`src/rtl/serial_arith_pkg.sv`:
```
// ----------------------------------------------------------------------------
// serial_arith_pkg : shared state encoding and widths for bit-serial arithmetic
// Revision 1.0
// ----------------------------------------------------------------------------
`default_nettype none

package serial_arith_pkg;

  localparam int SERIAL_WIDTH_DEFAULT = 8;

  typedef enum logic [1:0] {
    IDLE  = 2'd0,
    SHIFT = 2'd1,
    DONE  = 2'd2
  } state_t;

endpackage

`default_nettype wire

```
`src/rtl/serial_sub8_bit_subtractor.sv`:
```
// ----------------------------------------------------------------------------
// bit_subtractor : one-bit full subtractor cell (d = a - b - bin, borrow bo)
// Revision 1.0
// ----------------------------------------------------------------------------
`default_nettype none

module bit_subtractor (
  input  logic a,
  input  logic b,
  input  logic bin,
  output logic d,
  output logic bo
);

  assign d  = a ^ b ^ bin;
  assign bo = (~a & b) | (~(a ^ b) & bin);

endmodule

`default_nettype wire

```
`src/rtl/serial_sub8.sv`:
```
// ----------------------------------------------------------------------------
// serial_sub8 : bit-serial subtractor, diff = a - b - bin, LSB first, valid/ready
// Revision 1.0
// ----------------------------------------------------------------------------
`default_nettype none

module serial_sub8
  import serial_arith_pkg::*;
#(
  parameter int WIDTH = SERIAL_WIDTH_DEFAULT
) (
  input  logic             clk,
  input  logic             rst_n,
  input  logic             in_valid,
  output logic             in_ready,
  input  logic [WIDTH-1:0] a,
  input  logic [WIDTH-1:0] b,
  input  logic             bin,
  output logic             out_valid,
  input  logic             out_ready,
  output logic [WIDTH-1:0] diff,
  output logic             bout,
  output logic             ovf
);

  localparam int            CW   = $clog2(WIDTH);
  localparam logic [CW-1:0] LAST = CW'(WIDTH - 1);

  state_t           state;
  logic [WIDTH-1:0] a_sr;
  logic [WIDTH-1:0] b_sr;
  logic [WIDTH-2:0] res_sr;
  logic             borrow;
  logic [CW-1:0]    cnt;
  logic             d;
  logic             bo;
  logic [WIDTH-1:0] shifted;

  bit_subtractor u_cell (
    .a   (a_sr[0]),
    .b   (b_sr[0]),
    .bin (borrow),
    .d   (d),
    .bo  (bo)
  );

  // Only the upper WIDTH-1 result bits need storing; the newest bit comes from the cell.
  assign shifted  = {d, res_sr};
  assign in_ready = (state == IDLE);

  always_ff @(posedge clk or negedge rst_n) begin
    if (!rst_n) begin
      state     <= IDLE;
      a_sr      <= '0;
      b_sr      <= '0;
      res_sr    <= '0;
      borrow    <= 1'b0;
      cnt       <= '0;
      out_valid <= 1'b0;
      diff      <= '0;
      bout      <= 1'b0;
      ovf       <= 1'b0;
    end else begin
      case (state)
        IDLE: begin
          if (in_valid) begin
            a_sr   <= a;
            b_sr   <= b;
            borrow <= bin;
            cnt    <= '0;
            state  <= SHIFT;
          end
        end
        SHIFT: begin
          if (cnt == LAST) begin
            // On the last bit a_sr[0]/b_sr[0] are the original operand MSBs.
            diff      <= shifted;
            bout      <= bo;
            ovf       <= (a_sr[0] != b_sr[0]) && (d != a_sr[0]);
            out_valid <= 1'b1;
            state     <= DONE;
          end else begin
            res_sr <= shifted[WIDTH-1:1];
            a_sr   <= {1'b0, a_sr[WIDTH-1:1]};
            b_sr   <= {1'b0, b_sr[WIDTH-1:1]};
            borrow <= bo;
            cnt    <= cnt + 1'b1;
          end
        end
        DONE: begin
          if (out_ready) begin
            out_valid <= 1'b0;
            state     <= IDLE;
          end
        end
        default: state <= IDLE;
      endcase
    end
  end

endmodule

`default_nettype wire

```
`config.mk`:
```
export PLATFORM = sky130hd
export DESIGN_NAME = serial_sub8
export DESIGN_NICKNAME = d
export VERILOG_FILES = /design/src/rtl/serial_arith_pkg.sv /design/src/rtl/serial_sub8_bit_subtractor.sv /design/src/rtl/serial_sub8.sv
export SDC_FILE = /design/constraint.sdc
export NUM_CORES = 1
export LEC_CHECK = 0
export CAP_MARGIN = 20
export CORE_MARGIN = 3
export CORE_UTILIZATION = 51
export DETAILED_ROUTE_END_ITERATION = 7
export PLACE_DENSITY = 0.84
export SLEW_MARGIN = 20
export SYNTH_ARGS = -nofsm -noshare
export SYNTH_HDL_FRONTEND = slang
export SYNTH_SLANG_ARGS = --single-unit
```
`constraint.sdc`:
```
create_clock -name clk -period 2.1 [get_ports clk]
set_input_delay 0.315 -clock clk [delete_from_list [all_inputs] [get_ports clk]]
set_output_delay 0.315 -clock clk [all_outputs]
set_load 0.01 [all_outputs]
```
==> run summary, run 1 <==
Syn Nets -> 153
P per Cell Area -> 1490 nW/um2
GR Overflow Total -> 0
Initial Utilization -> 56.0%
Post-CTS Resized -> 0
Max cap viols -> 0
TritonRoute pass-1 iters -> 4
Post-synth EDFFs -> 0
Core ar. -> 3180 um2
Final wirelength -> 2.97 mm
Top post-synthesis cells by count -> 40 x dfrtp_1, 34 x mux2_2, 8 x mux2_1
Setup_tns -> 0 ns
Antenna violations before repair -> 0
CTS hold repair buffers -> 0
Startpoint types -> flip-flop
Setup crit end kind -> output port
DRC -> 0
Period utilization -> 91.3%
Final ANT Viol Nets -> 0
CTS tree -> done
Final-layout fill cell count -> 241
LEAKAGE -> 1.00 nW
Post-CTS setup buffers -> 0
Die footprint -> 4240 um2
Share of post-route cells with drive strength above 1 -> 28.0%
Clock Pin Slew Worst Setup and Hold Paths -> 0.12 ns
WHS -> 0.0546 ns
Pin count of the biggest net entering global routing -> 41
Seq cells post-synth -> 40
Synth area leader -> dfrtp_1
Diodes inserted -> 0
CTS Buf Count -> 5
Yosys top cell area share -> 56.2%
Clk_skew -> 0.00439 ns
Unique cell type count in the Yosys netlist -> 20
Post-synth ARST share -> 100%
Vias in the first global route -> 1047
CTS sink cnt -> 40
First-pass GRT wire length -> 5.03 mm
Minimum clock period -> 1.92 ns
Die Y -> 65.1 um
Nets -> 188
Register area share after synthesis -> 56.2%
GR Util All Layers -> 16.2%
Highest clock rate -> 0.521 GHz
Final setup viols -> 0
Hold Fails Final Rpt -> 0
Drt wl/cell -> 14.3 um
DP HPWL -> 2.06 mm
FP Rows -> 20
Clk_lat worst skew -> 0.36 ns
Register-to-register setup slack -> 0.27 ns
Most numerous cell in the Yosys netlist -> dfrtp_1
H-tree levels -> 2
Boundary Pins -> 33
Most used DFF post-synth -> dfrtp_1
Unrepaired setup endpoints after global routing -> no
Initial DRC count -> 62
Worst-path maximum fanout -> 8
Required time of the critical path -> 1.78 ns
Die Span X -> 65.1 um
Vias -> 1065
WS Path Type -> flip-flop to output port
Layout overhead on the synthesized area -> 24.7%
Vias per cell -> 5.12
Status -> completed
Largest cells by area after synthesis -> dfrtp_1 56%, mux2_2 22%, mux2_1 5.1%
Mapped Cells -> 128
Max transition margin -> 42.5%
Worst slew pin tran -> 0.863 ns
Min-Delay Path Class -> input port to async pin
Clk buf depth -> 2
Ys Warns -> 0
# port buffers -> 32
Final Wtd Congestion -> 0.727
Syn avg cell area -> 13.9 um2
Maximum VDD drop -> 0.000855 V
Final Slew Violations -> 0
Cell Area, Synth -> 1780 um2
CTS root buffer -> clkbuf_4
Crit path DAT -> 1.60 ns
[layer usage]
| metal | routed length [um] | GRT usage [%] | part of all wire [%] |
|---|---|---|---|
| met1 | 1240 | 20.5 | 42 |
| met2 | 1520 | 24.5 | 51 |
| met3 | 165 | 6.76 | 5.5 |
| met4 | 50 | 6.48 | 1.7 |
| met5 | 0 | 0 | 0 |
[registers in the layout, indices dropped and copies added (netlist names)]
name       cells
a_sr           8
b_sr           8
diff           8
res_sr         7
cnt            3
state          2
borrow         1
bout           1
out_valid      1
ovf            1
[power breakdown]
group | switching, W | internal, W | total [W] | leakage, nW
logic | 0.000578 | 0.000881 | 0.00146 | 0.465
clock network | 0.000262 | 0.000248 | 0.000510 | 0.0412
registers | 0.000210 | 0.00113 | 0.00134 | 0.498
total | 0.00105 | 0.00226 | 0.00330 | 1.00
[worst paths after layout]
kind	start	endpoint	cells past startpoint
setup / recovery	state[0]	in_ready	2
hold / removal	rst_n	b_sr[5]	1
setup reg to reg	cnt[0]	res_sr[0]	4
hold reg to reg	diff[7]	diff[7]	2
max in group asynchronous	rst_n	diff[7]	1
min in group clk	diff[7]	diff[7]	2
[cells in the final DEF (no fill, tap or decap)]
cell type         n
dfrtp_1          40
mux2_2           34
clkdlybuf4s50_1  31
mux2_1            8
inv_1             6
nand2_1           6
mux2i_1           5
clkbuf_4          5
o21ai_0           4
ha_1              3
nor2_1            2
nand2b_1          2
a21oi_1           2
o31ai_1           2
nand3_1           2
nor2b_1           1
a21oi_2           1
nand3b_1          1
or3b_1            1
xor2_1            1
fa_1              1
bufinv_16         1
clkinvlp_4        1
clkinv_2          1
buf_2             1
buf_12            1
buf_4             1
[area by class of cell]
| type | count | area (um2) | area share [%] |
|---|---|---|---|
| clock buffer | 5 | 37.5 | 1.69 |
| clock inverter | 3 | 42.5 | 1.92 |
| inverter | 6 | 22.5 | 1.01 |
| multi-input combinational | 76 | 718 | 32.4 |
| sequential | 40 | 1000 | 45.1 |
| tap | 44 | 55.1 | 2.48 |
| timing repair buffer | 34 | 343 | 15.4 |
[metrics by stage]
step	area, um2	instances	setup slack (ns)	total power (W)	util, %
3_5_place_dp	2140	200	0.280	0.00282	67.3
3_3_place_gp	2140	200	0.338	0.00275	67.3
4_1_cts	2220	208	0.153	0.00335	69.8
5_1_grt	2220	208	0.0789	0.00354	69.8
2_1_floorplan	1780	128	0.316	0.00235	-
6_report	2220	208	0.182	0.00330	69.8
[worst max-delay path, cell delays in order, from the launching register on]
cell             delay [ns]
dfrtp_1                0.47
nor2_1                 0.21
clkdlybuf4s50_1        0.57
[cell families after synthesis]
| kind of cell | synth area share, % |
|---|---|
| AOI/OAI and AO/OA | 2.81 |
| xor gates and xnor gates | 0.492 |
| adders and majority gates | 3.23 |
| buffers and inverters | 3.65 |
| DFF | 56.2 |
| muxes | 29.4 |
| and+or+nand+nor | 4.22 |
Note: power is estimated with default switching activity, not from simulation.
==> run 2: changes to the inputs <==
CTS_BUF_LIST = sky130_fd_sc_hd__clkbuf_8   (was unset)
SLEW_MARGIN = unset   (was 20)
==> run summary, run 2 (synthesis results as in run 1) <==
CTS sink cnt -> 40
H-tree levels -> 2
Share of post-route cells with drive strength above 1 -> 28.0%
WS Path Type -> flip-flop to output port
Post-CTS Resized -> 0
Status -> completed
Most frequent cells in the layout -> 40 x dfrtp_1, 34 x mux2_2, 31 x clkdlybuf4s50_1
Die Span X -> 65.1 um
Diodes inserted -> 0
Clk buf depth -> 2
Boundary Pins -> 33
Startpoint types -> flip-flop
Final wirelength -> 3.02 mm
TritonRoute pass-1 iters -> 3
Clk_skew -> 0.00486 ns
Nets -> 188
Worst slew pin tran -> 0.859 ns
Highest clock rate -> 0.543 GHz
DRC -> 0
DP HPWL -> 2.06 mm
Initial DRC count -> 32
FP Rows -> 20
Final Wtd Congestion -> 0.727
CTS hold repair buffers -> 0
FF+latch area -> 1000 um2
GR Overflow Total -> 0
Slowest CP cell -> clkdlybuf4s50_1
Final-layout fill cell count -> 234
Worst Slack Setup Final -> 0.259 ns
Die Y -> 65.1 um
Clk_lat worst skew -> 0.30 ns
CTS Buf Count -> 5
Maximum VDD drop -> 0.000865 V
Final Slew Violations -> 0
Vias in the first global route -> 1056
Final setup viols -> 0
Initial Utilization -> 56.0%
Pin count of the biggest net entering global routing -> 41
Minimum clock period -> 1.84 ns
Commonest non-fill, non-tap cell in the layout -> dfrtp_1
Hold Fails Final Rpt -> 0
Post-CTS setup buffers -> 0
Unrepaired setup endpoints after global routing -> no
Max transition margin -> 42.7%
Biggest regs -> a_sr (8), b_sr (8), diff (8)
CTS tree -> done
Critical Path Max Stage Delay -> 0.57 ns
Dpl cell area -> 2140 um2
Clock Pin Slew Worst Setup and Hold Paths -> 0.08 ns
Final ANT Viol Nets -> 0
Setup_tns -> 0 ns
Final instance area -> 2250 um2
Required time of the critical path -> 1.78 ns
Crit path DAT -> 1.53 ns
Worst path cell trace -> nor2_1 -> clkdlybuf4s50_1
Pre-CTS setup slack -> 0.280 ns
Setup crit end kind -> output port
GR Util All Layers -> 16.4%
LEAKAGE -> 1.02 nW
Die footprint -> 4240 um2
Vias per cell -> 5.11
# port buffers -> 32
First-pass GRT wire length -> 5.07 mm
Min-Delay Path Class -> input port to async pin
Multi-input gate area -> 718 um2
Max cap viols -> 0
Total Power -> 0.00343 W
Antenna violations before repair -> 0
Worst-path maximum fanout -> 8
Core ar. -> 3180 um2
Layout overhead on the synthesized area -> 26.4%
Vias -> 1062
Period utilization -> 87.7%
CTS root buffer -> clkbuf_8
P per Cell Area -> 1520 nW/um2
Drt wl/cell -> 14.5 um
## run 2: cell counts in the layout (fill, tap and decap cells not counted)
Identical to the previous run, type by type.
## run 2: final cells by class
type / count / share of cell area, %
clock inverters: 3 / 1.89
multi-input cells: 76 / 31.9
well taps: 44 / 2.45
repair buffers: 34 / 15.2
inverters: 6 / 1.00
clock buffers: 5 / 3.06
flip-flops and latches: 40 / 44.5
## run 2: final timing paths
check                           startpoint        to  slack (ns)  cells after the start
worst max register to register      cnt[0]   b_sr[2]        0.27                      6
min in group clk                   diff[7]   diff[7]        0.49                      2
worst max-delay path              state[0]  in_ready        0.26                      2
max in group asynchronous            rst_n   diff[4]        1.44                      1
worst min register to register     diff[7]   diff[7]        0.49                      2
worst min-delay path                 rst_n   b_sr[5]        0.12                      1
## run 2: critical path: cells and delay by family (launching register included)
family | cells | cell delay, ns
buffers and inverters | 1 | 0.57
DFF | 1 | 0.45
and+or+nand+nor | 1 | 0.21
## run 2: stage by stage
stage | instances | hold WS (ns) | util (%)
3_3_place_gp | 200 | 0.467 | 67.3
5_1_grt | 208 | 0.187 | 70.8
3_5_place_dp | 200 | 0.471 | 67.3
6_report | 208 | 0.125 | 70.8
2_1_floorplan | 128 | 0.0194 | -
4_1_cts | 208 | 0.152 | 70.8
## run 2: metal layers
metal	track usage [%]	part of all wire (%)	vias to the layer above	wire, um
li1	-	-	513	-
met1	20.1	42	522	1280
met2	25.3	50	19	1510
met3	6.24	5.4	8	163
met4	8.03	2.1	0	63
met5	0	0	-	0
## run 2: power by group
group	internal [W]	total (W)	switching, W
clock	0.000351	0.000622	0.000271
sequential	0.00113	0.00134	0.000211
combinational	0.000881	0.00147	0.000585
==> run 3: changes to the inputs <==
ABC_AREA = 1   (was unset)
PLACE_DENSITY = 0.83   (was 0.84)
==> run summary, run 3 <==
Final core utilization -> 68.4%
Diodes inserted -> 0
Unique cell type count in the Yosys netlist -> 21
Commonest non-fill, non-tap cell in the layout -> nand2_1
Slowest CP cell -> clkdlybuf4s50_1
Final setup viols -> 0
Final wirelength -> 3.81 mm
First-pass GRT wire length -> 6.43 mm
Clk_lat worst skew -> 0.30 ns
Status -> completed
Crit path buffers/inverters -> 1
Vias per cell -> 5.07
Dpl cells -> 297
Initial Utilization -> 54.9%
Share of post-route cells with drive strength above 1 -> 10.4%
Synth area leader -> dfrtp_1
Yosys top cell area share -> 52.5%
Startpoint types -> flip-flop
Drt wl/cell -> 12.4 um
WS Path Type -> flip-flop to output port
Combinational Power Share -> 42.4%
Largest cells by area after synthesis -> dfrtp_1 53%, nand2_1 19%, nand3_1 9.5%
Final ANT Viol Nets -> 0
Setup_tns -> 0 ns
Syn avg cell area -> 8.47 um2
Clock power frac -> 19.8%
Register area share after synthesis -> 52.5%
Part of the power in registers -> 37.8%
Most used DFF post-synth -> dfrtp_1
Post-route insts no fill -> 306
Vias in the first global route -> 1405
Highest clock rate -> 0.531 GHz
Worst slew pin tran -> 0.495 ns
Syn Nets -> 250
GR Overflow Total -> 0
Internal -> 0.00211 W
Clock Pin Slew Worst Setup and Hold Paths -> 0.08 ns
CTS sink cnt -> 40
Nets -> 284
Die Y -> 67.1 um
Cell class contributing the biggest share of worst-path delay -> buffers and inverters
Layout overhead on the synthesized area -> 24.6%
GR Util All Layers -> 19.3%
Most numerous cell in the Yosys netlist -> nand2_1
Crit path DAT -> 1.57 ns
Period utilization -> 89.6%
H-tree levels -> 2
Maximum VDD drop -> 0.000722 V
Seq cells post-synth -> 40
WHS -> 0.480 ns
Critical Path Max Stage Delay -> 0.55 ns
Final-layout fill cell count -> 284
Setup crit end kind -> output port
Final Slew Violations -> 0
Vias -> 1552
Max transition margin -> 67.0%
FP Rows -> 21
DRC -> 0
DP HPWL -> 2.63 mm
Die footprint -> 4510 um2
Most frequent cells in the layout -> 94 x nand2_1, 40 x dfrtp_1, 36 x nand3_1
LEAKAGE -> 1.21 nW
Ys Warns -> 0
Antenna violations before repair -> 0
Minimum clock period -> 1.88 ns
Required time of the critical path -> 1.78 ns
Unrepaired setup endpoints after global routing -> no
Core ar. -> 3470 um2
Hold Fails Final Rpt -> 0
Pin count of the biggest net entering global routing -> 23
Initial DRC count -> 96
TritonRoute pass-1 iters -> 4
Min-Delay Path Class -> flip-flop to flip-flop
Top post-synthesis cells by count -> 94 x nand2_1, 40 x dfrtp_1, 36 x nand3_1
Net Sw Frac -> 38.2%
P per Cell Area -> 1440 nW/um2
Boundary Pins -> 33
CTS root buffer -> clkbuf_8
Worst-path maximum fanout -> 10
Cell Area, Synth -> 1910 um2
Worst path cell trace -> nor2_2 -> clkdlybuf4s50_1
Max cap viols -> 0
Final Wtd Congestion -> 0.766
# port buffers -> 32
Post-synth ARST share -> 100%
Die Span X -> 67.1 um
Total Power -> 0.00341 W
CTS Buf Count -> 5
CTS tree -> done
Mapped Cells -> 225
Post-synth EDFFs -> 0
Biggest regs -> a_sr (8), b_sr (8), diff (8)
Clk_skew -> 0.00665 ns
Sw Pwr -> 0.00130 W
Clk buf depth -> 2
## run 3: cell count changes in the layout (fill, tap and decap cells not counted), moves of 8 or more
cell and change:
mux2_1 -8, nand2_1 +88, nand3_1 +34, mux2_2 -34
## run 3: path summary, 6_finish.rpt
check | from | depth (start not counted) | end | slack [ns]
max | state[0] | 2 | in_ready | 0.22
min | res_sr[0] | 2 | diff[0] | 0.48
max reg2reg | cnt[0] | 7 | res_sr[6] | 0.24
min reg2reg | res_sr[0] | 2 | diff[0] | 0.48
max in group asynchronous | rst_n | 3 | a_sr[0] | 1.05
min in group asynchronous | rst_n | 2 | diff[0] | 0.51
## run 3: cell families after synthesis
logic type	count (synthesis)	synth area share [%]
fa+ha+maj	4	3.02
flops	40	52.5
buf+inv	23	6.70
compound gates	16	5.32
simple gates	142	32.4
## run 3: cell type report
type | count | area (um2) | share of cell area, %
Clock buffer | 7 | 96.3 | 4.06
Clock inverter | 1 | 30.0 | 1.27
Sequential cell | 40 | 1000 | 42.2
Multi-Input combinational cell | 162 | 777 | 32.7
Tap cell | 46 | 57.6 | 2.42
Inverter | 11 | 41.3 | 1.74
Timing Repair Buffer | 39 | 370 | 15.6
## run 3: what timing repair did
action                                 CTS  global route
setup endpoints to repair                0             0
hold buffers                             1             0
setup buffers                            0             0
endpoints found under the hold margin   20             0
resized for setup                        0             0
## run 3: worst reg2reg max path: cells and delay by family, from the launching register on
kind                     cells  cell delay (ns)
flip-flops                   1             0.40
AO/OA/AOI/OAI                1             0.07
AND/OR/NAND/NOR              2             0.41
buffers and inverters        2             0.45
adder cells (fa/ha/maj)      2             0.42
## run 3: power groups by stage
stage	logic, W	registers [W]	clock network, W
floorplan	0.00105	0.00129	0
global placement	0.00141	0.00129	0
detailed placement	0.00146	0.00130	0
CTS	0.00147	0.00129	0.000687
global route	0.00167	0.00133	0.000719
finish	0.00145	0.00129	0.000676
## run 3: metal layers
| metal | vias up | global-route usage, % | routed length, um |
|---|---|---|---|
| met4 | 0 | 9.37 | 70 |
| met2 | 49 | 29.8 | 1830 |
| met5 | - | 0 | 0 |
| met3 | 9 | 4.05 | 218 |
| li1 | 785 | - | - |
| met1 | 709 | 25.7 | 1690 |
## run 3: stage by stage
step,worst slack (ns),cell area [um2]
floorplan,0.637,1910
global placement,0.305,2240
detailed placement,0.232,2240
CTS,0.212,2370
global route,0.0737,2370
finish,0.217,2370
